==> src/rtl/bird_pkg.sv <==
// rtl/bird_pkg.sv - shared state encoding and default physics constants for bird_physics
//
// Purpose : state enum used on the bird_physics state port, plus the default
//           parameter values for the physics block and its frame tick generator.
// Ports   : none (package)
package bird_pkg;

  // Encoding is visible on the state output port, so values are fixed.
  typedef enum logic [1:0] {
    ST_IDLE = 2'd0,
    ST_PLAY = 2'd1,
    ST_DEAD = 2'd2
  } bird_state_e;

  localparam int DEF_Y_W      = 9;
  localparam int DEF_V_W      = 6;
  localparam int DEF_TICK_DIV = 1666667;  // 60 Hz frames from a 100 MHz clock
  localparam int DEF_GRAVITY  = 1;
  localparam int DEF_FLAP_VEL = 8;
  localparam int DEF_V_MAX    = 12;
  localparam int DEF_Y_TOP    = 0;
  localparam int DEF_Y_FLOOR  = 440;
  localparam int DEF_Y_START  = 240;

  // Width needed to count 0..n-1 (at least one bit).
  function automatic int cnt_width(input int n);
    return (n > 1) ? $clog2(n) : 1;
  endfunction

endpackage

==> src/rtl/bird_tick_gen.sv <==
// rtl/bird_tick_gen.sv - free-running frame counter producing a one-cycle tick
//
// Purpose : counts 0..TICK_DIV-1 and wraps; tick is high for the cycle in which
//           the count equals TICK_DIV-1.
// Ports   : clk   - system clock, rising edge
//           rst_n - asynchronous active-low reset, clears the count
//           tick  - one-cycle frame pulse
module bird_tick_gen
  import bird_pkg::*;
#(
  parameter int TICK_DIV = DEF_TICK_DIV
) (
  input  logic clk,
  input  logic rst_n,
  output logic tick
);

  localparam int CNT_W = cnt_width(TICK_DIV);
  localparam logic [CNT_W-1:0] CNT_LAST = CNT_W'(TICK_DIV - 1);

  logic [CNT_W-1:0] cnt_q;
  logic [CNT_W-1:0] cnt_d;

  // With TICK_DIV >= 2 the reset count of 0 guarantees tick is low in reset.
  if (TICK_DIV < 2) begin : g_bad_div
    $error("bird_tick_gen: TICK_DIV must be at least 2");
  end

  always_comb begin
    cnt_d = cnt_q + CNT_W'(1);
    if (cnt_q == CNT_LAST) begin
      cnt_d = '0;
    end
  end

  always_ff @(posedge clk or negedge rst_n) begin
    if (!rst_n) begin
      cnt_q <= '0;
    end else begin
      cnt_q <= cnt_d;
    end
  end

  assign tick = (cnt_q == CNT_LAST);

endmodule

==> src/rtl/bird_physics.sv <==
// rtl/bird_physics.sv - flappy-bird vertical physics: flap sync, frame update, game FSM
//
// Purpose : synchronises the raw flap button, latches flap edges between frames,
//           and on each frame tick integrates gravity / flap impulse into the
//           bird's velocity and row, clamping at floor (death) and ceiling.
// Config  : define BIRD_CEIL_KILL_EN to make a ceiling hit fatal; otherwise the
//           bird is clamped at Y_TOP and keeps playing.
// Ports   : clk   - system clock, rising edge
//           rst_n - asynchronous active-low reset
//           flap  - raw asynchronous button level
//           start - synchronous level, begins a game (IDLE) or restarts (DEAD)
//           y     - registered bird row (unsigned)
//           vel   - registered velocity, signed, positive is downward
//           state - IDLE=0, PLAY=1, DEAD=2
//           dead  - high while in DEAD
//           tick  - one-cycle frame pulse
module bird_physics
  import bird_pkg::*;
#(
  parameter int Y_W      = DEF_Y_W,
  parameter int V_W      = DEF_V_W,
  parameter int TICK_DIV = DEF_TICK_DIV,
  parameter int GRAVITY  = DEF_GRAVITY,
  parameter int FLAP_VEL = DEF_FLAP_VEL,
  parameter int V_MAX    = DEF_V_MAX,
  parameter int Y_TOP    = DEF_Y_TOP,
  parameter int Y_FLOOR  = DEF_Y_FLOOR,
  parameter int Y_START  = DEF_Y_START
) (
  input  logic                  clk,
  input  logic                  rst_n,
  input  logic                  flap,
  input  logic                  start,
  output logic [Y_W-1:0]        y,
  output logic signed [V_W-1:0] vel,
  output logic [1:0]            state,
  output logic                  dead,
  output logic                  tick
);

  // Physics is evaluated two bits wider than the row so that both an
  // overshoot below zero and past the floor are representable as signed.
  localparam int PW = Y_W + 2;

  localparam logic signed [PW-1:0] G_S     = PW'(GRAVITY);
  localparam logic signed [PW-1:0] FLAP_S  = PW'(FLAP_VEL);
  localparam logic signed [PW-1:0] VMAX_S  = PW'(V_MAX);
  localparam logic signed [PW-1:0] TOP_S   = PW'(Y_TOP);
  localparam logic signed [PW-1:0] FLOOR_S = PW'(Y_FLOOR);

  localparam logic [Y_W-1:0] Y_START_V = Y_W'(Y_START);
  localparam logic [Y_W-1:0] Y_TOP_V   = Y_W'(Y_TOP);
  localparam logic [Y_W-1:0] Y_FLOOR_V = Y_W'(Y_FLOOR);

  // Elaboration-time parameter sanity. Ordering of the rows is what makes a
  // simultaneous floor and ceiling hit impossible.
  if (!((Y_TOP < Y_START) && (Y_START < Y_FLOOR))) begin : g_bad_rows
    $error("bird_physics: require Y_TOP < Y_START < Y_FLOOR");
  end
  if (Y_FLOOR >= (1 << Y_W)) begin : g_bad_floor
    $error("bird_physics: Y_FLOOR does not fit in Y_W bits");
  end
  if ((V_MAX >= (1 << (V_W - 1))) || (FLAP_VEL > (1 << (V_W - 1)))) begin : g_bad_vel
    $error("bird_physics: V_MAX / FLAP_VEL do not fit in signed V_W bits");
  end
  if (PW <= V_W) begin : g_bad_widths
    $error("bird_physics: Y_W + 2 must exceed V_W");
  end

  // ---------------------------------------------------------------------
  // Flap synchroniser and rising-edge detect
  // ---------------------------------------------------------------------
  logic flap_s1_q;
  logic flap_s2_q;
  logic flap_s3_q;
  logic flap_edge_q;

  // Two metastability flops, a history flop, and a registered edge pulse:
  // the pulse lands in the third cycle after the button rises.
  always_ff @(posedge clk or negedge rst_n) begin
    if (!rst_n) begin
      flap_s1_q   <= 1'b0;
      flap_s2_q   <= 1'b0;
      flap_s3_q   <= 1'b0;
      flap_edge_q <= 1'b0;
    end else begin
      flap_s1_q   <= flap;
      flap_s2_q   <= flap_s1_q;
      flap_s3_q   <= flap_s2_q;
      flap_edge_q <= flap_s2_q & ~flap_s3_q;
    end
  end

  // ---------------------------------------------------------------------
  // Frame tick
  // ---------------------------------------------------------------------
  logic tick_w;

  bird_tick_gen #(
    .TICK_DIV(TICK_DIV)
  ) u_tick_gen (
    .clk  (clk),
    .rst_n(rst_n),
    .tick (tick_w)
  );

  assign tick = tick_w;

  // ---------------------------------------------------------------------
  // Physics datapath
  // ---------------------------------------------------------------------
  bird_state_e           state_q, state_d;
  logic [Y_W-1:0]        y_q, y_d;
  logic signed [V_W-1:0] vel_q, vel_d;
  logic                  pend_q, pend_d;

  logic                  flap_now;
  logic signed [PW-1:0]  vel_ext;
  logic signed [PW-1:0]  vel_inc;
  logic signed [PW-1:0]  vel_n;
  logic signed [PW-1:0]  y_n;

  // An edge arriving in the tick cycle itself is folded in here, so it is
  // honoured by that tick rather than waiting for the next frame.
  assign flap_now = pend_q | flap_edge_q;

  assign vel_ext = {{(PW - V_W){vel_q[V_W-1]}}, vel_q};
  assign vel_inc = vel_ext + G_S;
  assign vel_n   = flap_now          ? -FLAP_S :
                   (vel_inc > VMAX_S) ? VMAX_S  : vel_inc;
  assign y_n     = $signed({2'b00, y_q}) + vel_n;

  // ---------------------------------------------------------------------
  // FSM: state register
  // ---------------------------------------------------------------------
  always_ff @(posedge clk or negedge rst_n) begin
    if (!rst_n) begin
      state_q <= ST_IDLE;
      y_q     <= Y_START_V;
      vel_q   <= '0;
      pend_q  <= 1'b0;
    end else begin
      state_q <= state_d;
      y_q     <= y_d;
      vel_q   <= vel_d;
      pend_q  <= pend_d;
    end
  end

  // ---------------------------------------------------------------------
  // FSM: next state
  // ---------------------------------------------------------------------
  always_comb begin
    state_d = state_q;
    y_d     = y_q;
    vel_d   = vel_q;
    pend_d  = pend_q;

    unique case (state_q)
      ST_IDLE: begin
        // Bird is parked at spawn; the edge that starts the game is not
        // carried over as an impulse.
        y_d    = Y_START_V;
        vel_d  = '0;
        pend_d = 1'b0;
        if (start || flap_edge_q) begin
          state_d = ST_PLAY;
        end
      end

      ST_PLAY: begin
        if (tick_w) begin
          pend_d = 1'b0;
          if (y_n >= FLOOR_S) begin
            y_d     = Y_FLOOR_V;
            vel_d   = '0;
            state_d = ST_DEAD;
          end else if (y_n < TOP_S) begin
            y_d   = Y_TOP_V;
            vel_d = '0;
`ifdef BIRD_CEIL_KILL_EN
            state_d = ST_DEAD;
`else
            state_d = ST_PLAY;
`endif
          end else begin
            y_d   = y_n[Y_W-1:0];
            vel_d = vel_n[V_W-1:0];
          end
        end else begin
          // Any number of edges within a frame collapse into one impulse.
          pend_d = flap_now;
        end
      end

      ST_DEAD: begin
        // Position and velocity freeze; flap presses are discarded.
        pend_d = 1'b0;
        if (start) begin
          state_d = ST_IDLE;
          y_d     = Y_START_V;
          vel_d   = '0;
        end
      end

      default: begin
        state_d = ST_IDLE;
        y_d     = Y_START_V;
        vel_d   = '0;
        pend_d  = 1'b0;
      end
    endcase
  end

  // ---------------------------------------------------------------------
  // FSM: outputs
  // ---------------------------------------------------------------------
  always_comb begin
    state = state_q;
    dead  = (state_q == ST_DEAD);
    y     = y_q;
    vel   = vel_q;
  end

endmodule
==> config.mk <==
export PLATFORM = sky130hd
export DESIGN_NAME = bird_physics
export DESIGN_NICKNAME = d
export VERILOG_FILES = /design/src/rtl/bird_pkg.sv /design/src/rtl/bird_tick_gen.sv /design/src/rtl/bird_physics.sv
export SDC_FILE = /design/constraint.sdc
export NUM_CORES = 1
export LEC_CHECK = 0
export CELL_PAD_IN_SITES_DETAIL_PLACEMENT = 0
export CELL_PAD_IN_SITES_GLOBAL_PLACEMENT = 1
export CORE_MARGIN = 5
export CORE_UTILIZATION = 41
export DETAILED_ROUTE_END_ITERATION = 12
export GPL_TIMING_DRIVEN = 0
export PLACE_DENSITY_LB_ADDON = 0.1
export SYNTH_ARGS = -nofsm -noshare
export SYNTH_HDL_FRONTEND = slang
export SYNTH_SLANG_ARGS = --single-unit
export TNS_END_PERCENT = 20
==> constraint.sdc <==
create_clock -name clk -period 3.4 [get_ports clk]
set_input_delay 0.68 -clock clk [delete_from_list [all_inputs] [get_ports clk]]
set_output_delay 0.68 -clock clk [all_outputs]
set_load 0.1 [all_outputs]
Yosys cells after proc, flatten, opt, wreduce, memory -nomap -nowiden
Index checks and enable logic that the tools add are counted.
- memories kept: 0
- bits of input ports: 4
- ROM bits: 0
- output and inout bits: 19
- flip-flop bits (word level): 43
- logic and storage cells: 50
- RAM bits: 0
- bits in latches: 0
- reduce and logical (&&, ||, !) cells: 4
- equality and inequality tests: 7
- muxes and demuxes: 21
- shifts and indexed selects: 0
- add/sub/neg operators: 3
- div/mod/pow operators: 0
- bitwise logic cells: 3
- multiply operators: 0
- magnitude comparators: 3
- operators by type and width (cell ; number):
    9-bit two-way mux ; 4
    6-bit two-way mux ; 4
    11-bit two-way mux ; 2
    21-bit by 1-bit adder with 21-bit output (second input constant) ; 1
    21-bit equality test (second input constant) ; 1
    21-bit two-way mux ; 1
    9-bit one-hot mux with 2 select lines ; 1
    6-bit one-hot mux with 2 select lines ; 1
    10-bit by 11-bit adder with 11-bit output ; 1
    11-bit by 10-bit greater-or-equal comparator with 1-bit output (second input constant) ; 1
    11-bit by 1-bit < comparator with 1-bit output (second input constant) ; 1
    2-bit two-way mux ; 5
    6-bit by 2-bit adder with 7-bit output (second input constant) ; 1
    7-bit by 5-bit > comparator with 1-bit output (second input constant) ; 1
    2-bit != test (second input constant) ; 3
    2-bit one-hot mux with 3 select lines ; 1
    4-bit AND reduction ; 1
    3-bit != test (second input constant) ; 1
    2-bit by 1-bit equality test with 1-bit output (second input constant) ; 1
    2-bit equality test (second input constant) ; 1
    2-bit zero test ; 1
    1-bit two-way mux ; 2
    2-bit AND reduction ; 1
    1-bit bitwise AND ; 1
    other kinds (3) ; 3

Logic depth before layout (Yosys ltp)
- depth after elaboration: 10
- depth in mapped cells: 18
- gate-level depth less buffers: 16

Cells and area by module
Synthesis repeated with hierarchy kept, for this count alone.
- cell total of the unflattened synthesis: 290
- area total of the unflattened synthesis: 2800.2 µm²
- modules (own cells, without submodules) (module ; times used ; sequential area each (µm²) ; cells an instance ; area an instance (µm²)):
    bird_physics ; 1 ; 555.5 ; 190 ; 1702.9
    bird_tick_gen ; 1 ; 525.5 ; 100 ; 1097.3

Least setup slack after synthesis
No wires, ideal clock.
- path kind: reg2reg
- from: register vel_q[2], in the netlist vel[2]
- to: register vel_q[5], in the netlist vel[5]
- buffers on the path: 2
- data arrival time: 4173 ps
- required time: 3277 ps
- period minus slack after synthesis: 4296 ps
- cell stages (with the launch flop): 19
- path slack: -896 ps
- library setup time: 123 ps
- path through: dfrtp_1 -> buf_6 -> nand3_1 -> and3_1 -> o211ai_1 -> nand3_1 -> a21oi_1 -> and3b_1 -> ha_1 -> inv_1 -> fa_1 -> nand2b_1 -> a21oi_1 -> o22ai_1 -> xnor2_1 -> o211ai_1 -> and2_4 -> buf_6 -> a32o_2
- longest elaborated chain between the ends: 10
- elaborated cells on any way between the ends: 11
- classes of those cells: add/sub (2); order compare (3); mux (6)
- RTL lines (item ; line ; RTL):
    start, declared ; bird_physics.sv:114 ; logic signed [V_W-1:0] vel_q, vel_d;
    start signal, assigned ; bird_physics.sv:145 ; vel_q <= vel_d;
    6-bit by 2-bit adder with 7-bit output (*) ; bird_physics.sv:128 ; assign vel_inc = vel_ext + G_S;
    7-bit by 5-bit > comparator with 1-bit output ; bird_physics.sv:130 ; (vel_inc > VMAX_S) ? VMAX_S : vel_inc;
    11-bit two-way mux (*) ; bird_physics.sv:130 ;
    11-bit two-way mux (*) ; bird_physics.sv:129 ; assign vel_n = flap_now ? -FLAP_S :
    10-bit by 11-bit adder with 11-bit output ; bird_physics.sv:131 ; assign y_n = $signed({2'b00, y_q}) + vel_n;
    11-bit by 1-bit < comparator with 1-bit output ; bird_physics.sv:178 ; end else if (y_n < TOP_S) begin
    6-bit two-way mux ; bird_physics.sv:178 ;
    6-bit two-way mux (*) ; bird_physics.sv:174 ; if (y_n >= FLOOR_S) begin
    6-bit two-way mux (*) ; bird_physics.sv:172 ; if (tick_w) begin
    6-bit one-hot mux with 2 select lines (*) ; bird_physics.sv:159 ; unique case (state_q)
Mark *: on every way between the ends. The rest lies on a longest branch, timed or not. The select of a mux whose other input is x is not followed.
A chain may end at the register's enable or synchronous reset.

Final worst setup path
- from: register vel_q[1], in the netlist vel[1]
- to: register vel_q[2], in the netlist vel[2]
Same word-level chain as after synthesis.

==> impl_metrics.toml <==
[detailed_routing]
drc = 0
totalWireLength_mm = 5.970
vias_per_cell = 5.448
first_pass_iters = 4
dr.first_iter.drc_count = 80
ant_nets = 0
vias = 2081
wl_per_cell_um = 15.63

[synth]
synth.net_count = 278
ys_ff_latch = 43
synth_ff_type = "dfrtp_1"
ys_warn_count = 0
synth.yosys.seq_area_share = 0.4126
synth.distinct_cells = 62
synth_area_um2 = 2620
synthArstFlopShare = 1.000
synth_area_per_cell_um2 = 10.08
syn_inst = 260
synth_edf_count = 0

[layout]
final_area_um2 = 3317
final_nets = 322
nFillCells = 581
drive_above_1_share = 0.2656
multi_input_area_um2 = 1563
syn_to_final_growth_pct = 26.60
utilization = 0.5284
seqCellArea_um2 = 1096
diodes = 0

[placed_design]
io_buffers = 22
place_congestion = 0.7829
hpwl_mm = 4.322
place_area_um2 = 3023

[timing]
fin_ws_ps = -267.8
tns_ps = -3317
rsz0062_at_grt = "yes"
slew_viol_final = 0
fmax_mhz = 272.6
worst_slew_pin_slew_ps = 979.5
setup_violations = 16
final-hold-violation-count = 0
relSlewSlack = 0.3449
final.min_clock_period_ps = 3668
finalClockSkew_ps = 7.104
post-route-period-util = 1.079

[global_routing]
grt_pass1_vias = 2095
antenna_found_initial = 0
grt_use_total = 0.1522
grt_pass1_wl_mm = 10.24
grt_max_degree = 31
grt.overflow.total = 0

[setup_path]
r2r-start = "vel[1]"
arrival_ps = 3850
startpoint_type = "flop"
rr_worst_depth = 18
cp-endpoint = "vel[2]"
critical_path.startpoint = "vel[1]"
cp-end-kind = "flop"
worstPathRequired_ps = 3580
cp_max_fo = 5
regToRegEndpoint = "vel[2]"
rrSetupSlack_ps = -270
crit_type = "reg -> reg"

[die]
fp.dieH_um = 89.94
die_area_um2 = 8089
start_util = 0.4174
num_rows = 29
fp.dieW_um = 89.94
core_um2 = 6277
io_pins = 23

[status]
status = "finished, violations left"
failed_checks = "setup timing"

[clocking]
clock_sinks = 43
clkLatencyLatePin_ps = 290
cts_buffer_depth = 2
h-tree-depth = 2
cts_tree = "done"
cts.clk_slew.worst_paths_ps = 80
cts-root-buf = "clkbuf_8"
cts_buffers = 5

[pwr]
power.switching_uw = 196.2
p_int_uw = 670.1
seqPwrFrac = 0.595
p_comb_frac = 0.037
ir_worst_vdd_mv = 0.2010
switching_share = 0.2265
p_clk_frac = 0.368
p_total_uw = 866.4
leakagePower_uw = 0.001394
power_density_nw_per_um2 = 261.2

[worst_hold_path]
hold_path.class = "in -> async"

[job]
drv_cap = 0
==> synth_stat cells, types with 2 or more instances <==
master,n,area share
dfrtp_1,39,0.37
nor2_1,25,0.036
nand2_1,15,0.021
xor2_1,15,0.050
a21oi_1,14,0.027
nand3_1,14,0.027
ha_1,13,0.062
xnor2_1,13,0.043
inv_1,12,0.017
o21ai_0,8,0.015
nand4_1,7,0.017
and3_1,6,0.014
a32o_2,5,0.021
a31oi_1,4,0.0095
buf_6,4,0.017
dfstp_2,4,0.040
o22ai_1,4,0.0095
a32o_1,3,0.011
nor2b_1,3,0.0072
nor3_1,3,0.0057
o211ai_1,3,0.0086
o21ai_1,3,0.0057
and4_1,2,0.0067
or2b_2,2,0.0067
or3_1,2,0.0048
==> flip-flops by register name (all words and copies together) (netlist names) <==
signal	count
flap_s3_q	1
pend_q	1
flap_s1_q	1
vel	6
state	2
flap_s2_q	1
y	9
u_tick_gen.cnt_q	21
flap_edge_q	1
==> kinds of logic after synthesis <==
family          count (synthesis)  share of synthesized area
fa+ha+maj                      14                    0.06972
compound gates                 59                     0.1662
simple gates                   96                     0.2130
buf+inv                        19                    0.04107
flops                          43                     0.4126
xor+xnor                       28                    0.09360
mux                             1                   0.003821
==> layout by cell type (no fill, tap or decap), types with 3 or more instances in the layout <==
cell type,n
xor2_1,15
xnor2_1,12
o21ai_0,8
nand2_1,14
buf_6,5
nand3_1,11
o22ai_1,3
o211ai_1,3
and3_1,5
a31oi_1,4
ha_1,11
nor2b_1,3
a32o_1,3
a21oi_1,11
clkbuf_8,5
dfrtp_1,33
buf_4,13
dfstp_2,4
a32o_2,5
dfrtp_4,3
nand4_1,7
nor2_1,25
dfrtp_2,3
inv_1,11
clkdlybuf4s50_1,20
==> how the worst min path moves through the flow <==
stage / startpoint / cells after the start / endpoint / slack, ps
2_1_floorplan: flap_s1_q / 0 / flap_s2_q / 330
3_3_place_gp: flap_s1_q / 0 / flap_s2_q / 340
3_5_place_dp: flap_s1_q / 0 / flap_s2_q / 340
4_1_cts: rst_n / 1 / u_tick_gen.cnt_q[7] / 280
5_1_grt: rst_n / 1 / u_tick_gen.cnt_q[7] / 280
6_report: rst_n / 1 / u_tick_gen.cnt_q[7] / 280
==> per-layer routing <==
layer	GRT usage	wire, um	up-vias
li1	-	-	1038
met1	0.2276	3117	1010
met2	0.2220	2632	30
met3	0.03756	197	3
met4	0.03350	23	0
met5	0	0	-
==> worst max-delay path, stage by stage, from the launching register on <==
cell,delay [ps]
dfrtp_4,440
buf_6,110
nand3_4,70
and3_4,180
o211ai_1,250
nand3_4,110
a21oi_4,160
and3b_2,250
ha_4,150
inv_2,40
fa_2,330
nand2b_4,170
a21oi_4,220
o41ai_2,90
xor2_1,210
o211ai_1,180
and2_4,210
buf_8,130
a32o_2,250
==> per-stage QoR <==
| stage | hold WS [ps] | worst slack [ps] | cells |
|---|---|---|---|
| 2_1_floorplan | 331.2 | -192.4 | 260 |
| 3_3_place_gp | 335.9 | -452.8 | 359 |
| 3_5_place_dp | 343.6 | -498.0 | 360 |
| 4_1_cts | 277.0 | -344.4 | 380 |
| 5_1_grt | 283.0 | -433.3 | 382 |
| 6_report | 281.0 | -267.8 | 382 |
==> final cells by class <==
class	count	share of cell area
Inverter	13	0.01547
Tap cell	77	0.02905
Clock inverter	2	0.003772
Buffer	5	0.01471
Multi-Input combinational cell	198	0.4711
Timing Repair Buffer	38	0.1135
Sequential cell	43	0.3304
Clock buffer	6	0.02188
==> power groups by stage <==
stage	Sequential, uW	Clock (uW)	Combinational (uW)
5_1_grt	516	357	36.1
3_5_place_dp	526	0	29.0
2_1_floorplan	528	0	7.46
4_1_cts	516	332	33.1
3_3_place_gp	526	0	26.8
6_report	516	318	32.2
==> timing repair <==
item                       in CTS  in global routing
pin swaps                      20                  9
cloned                          1                  0
hold buffers                    0                  0
buffers inserted               12                  2
gates resized for setup        23                  4
setup endpoints to repair      18                 18
Power figures use the tool's default switching activity.
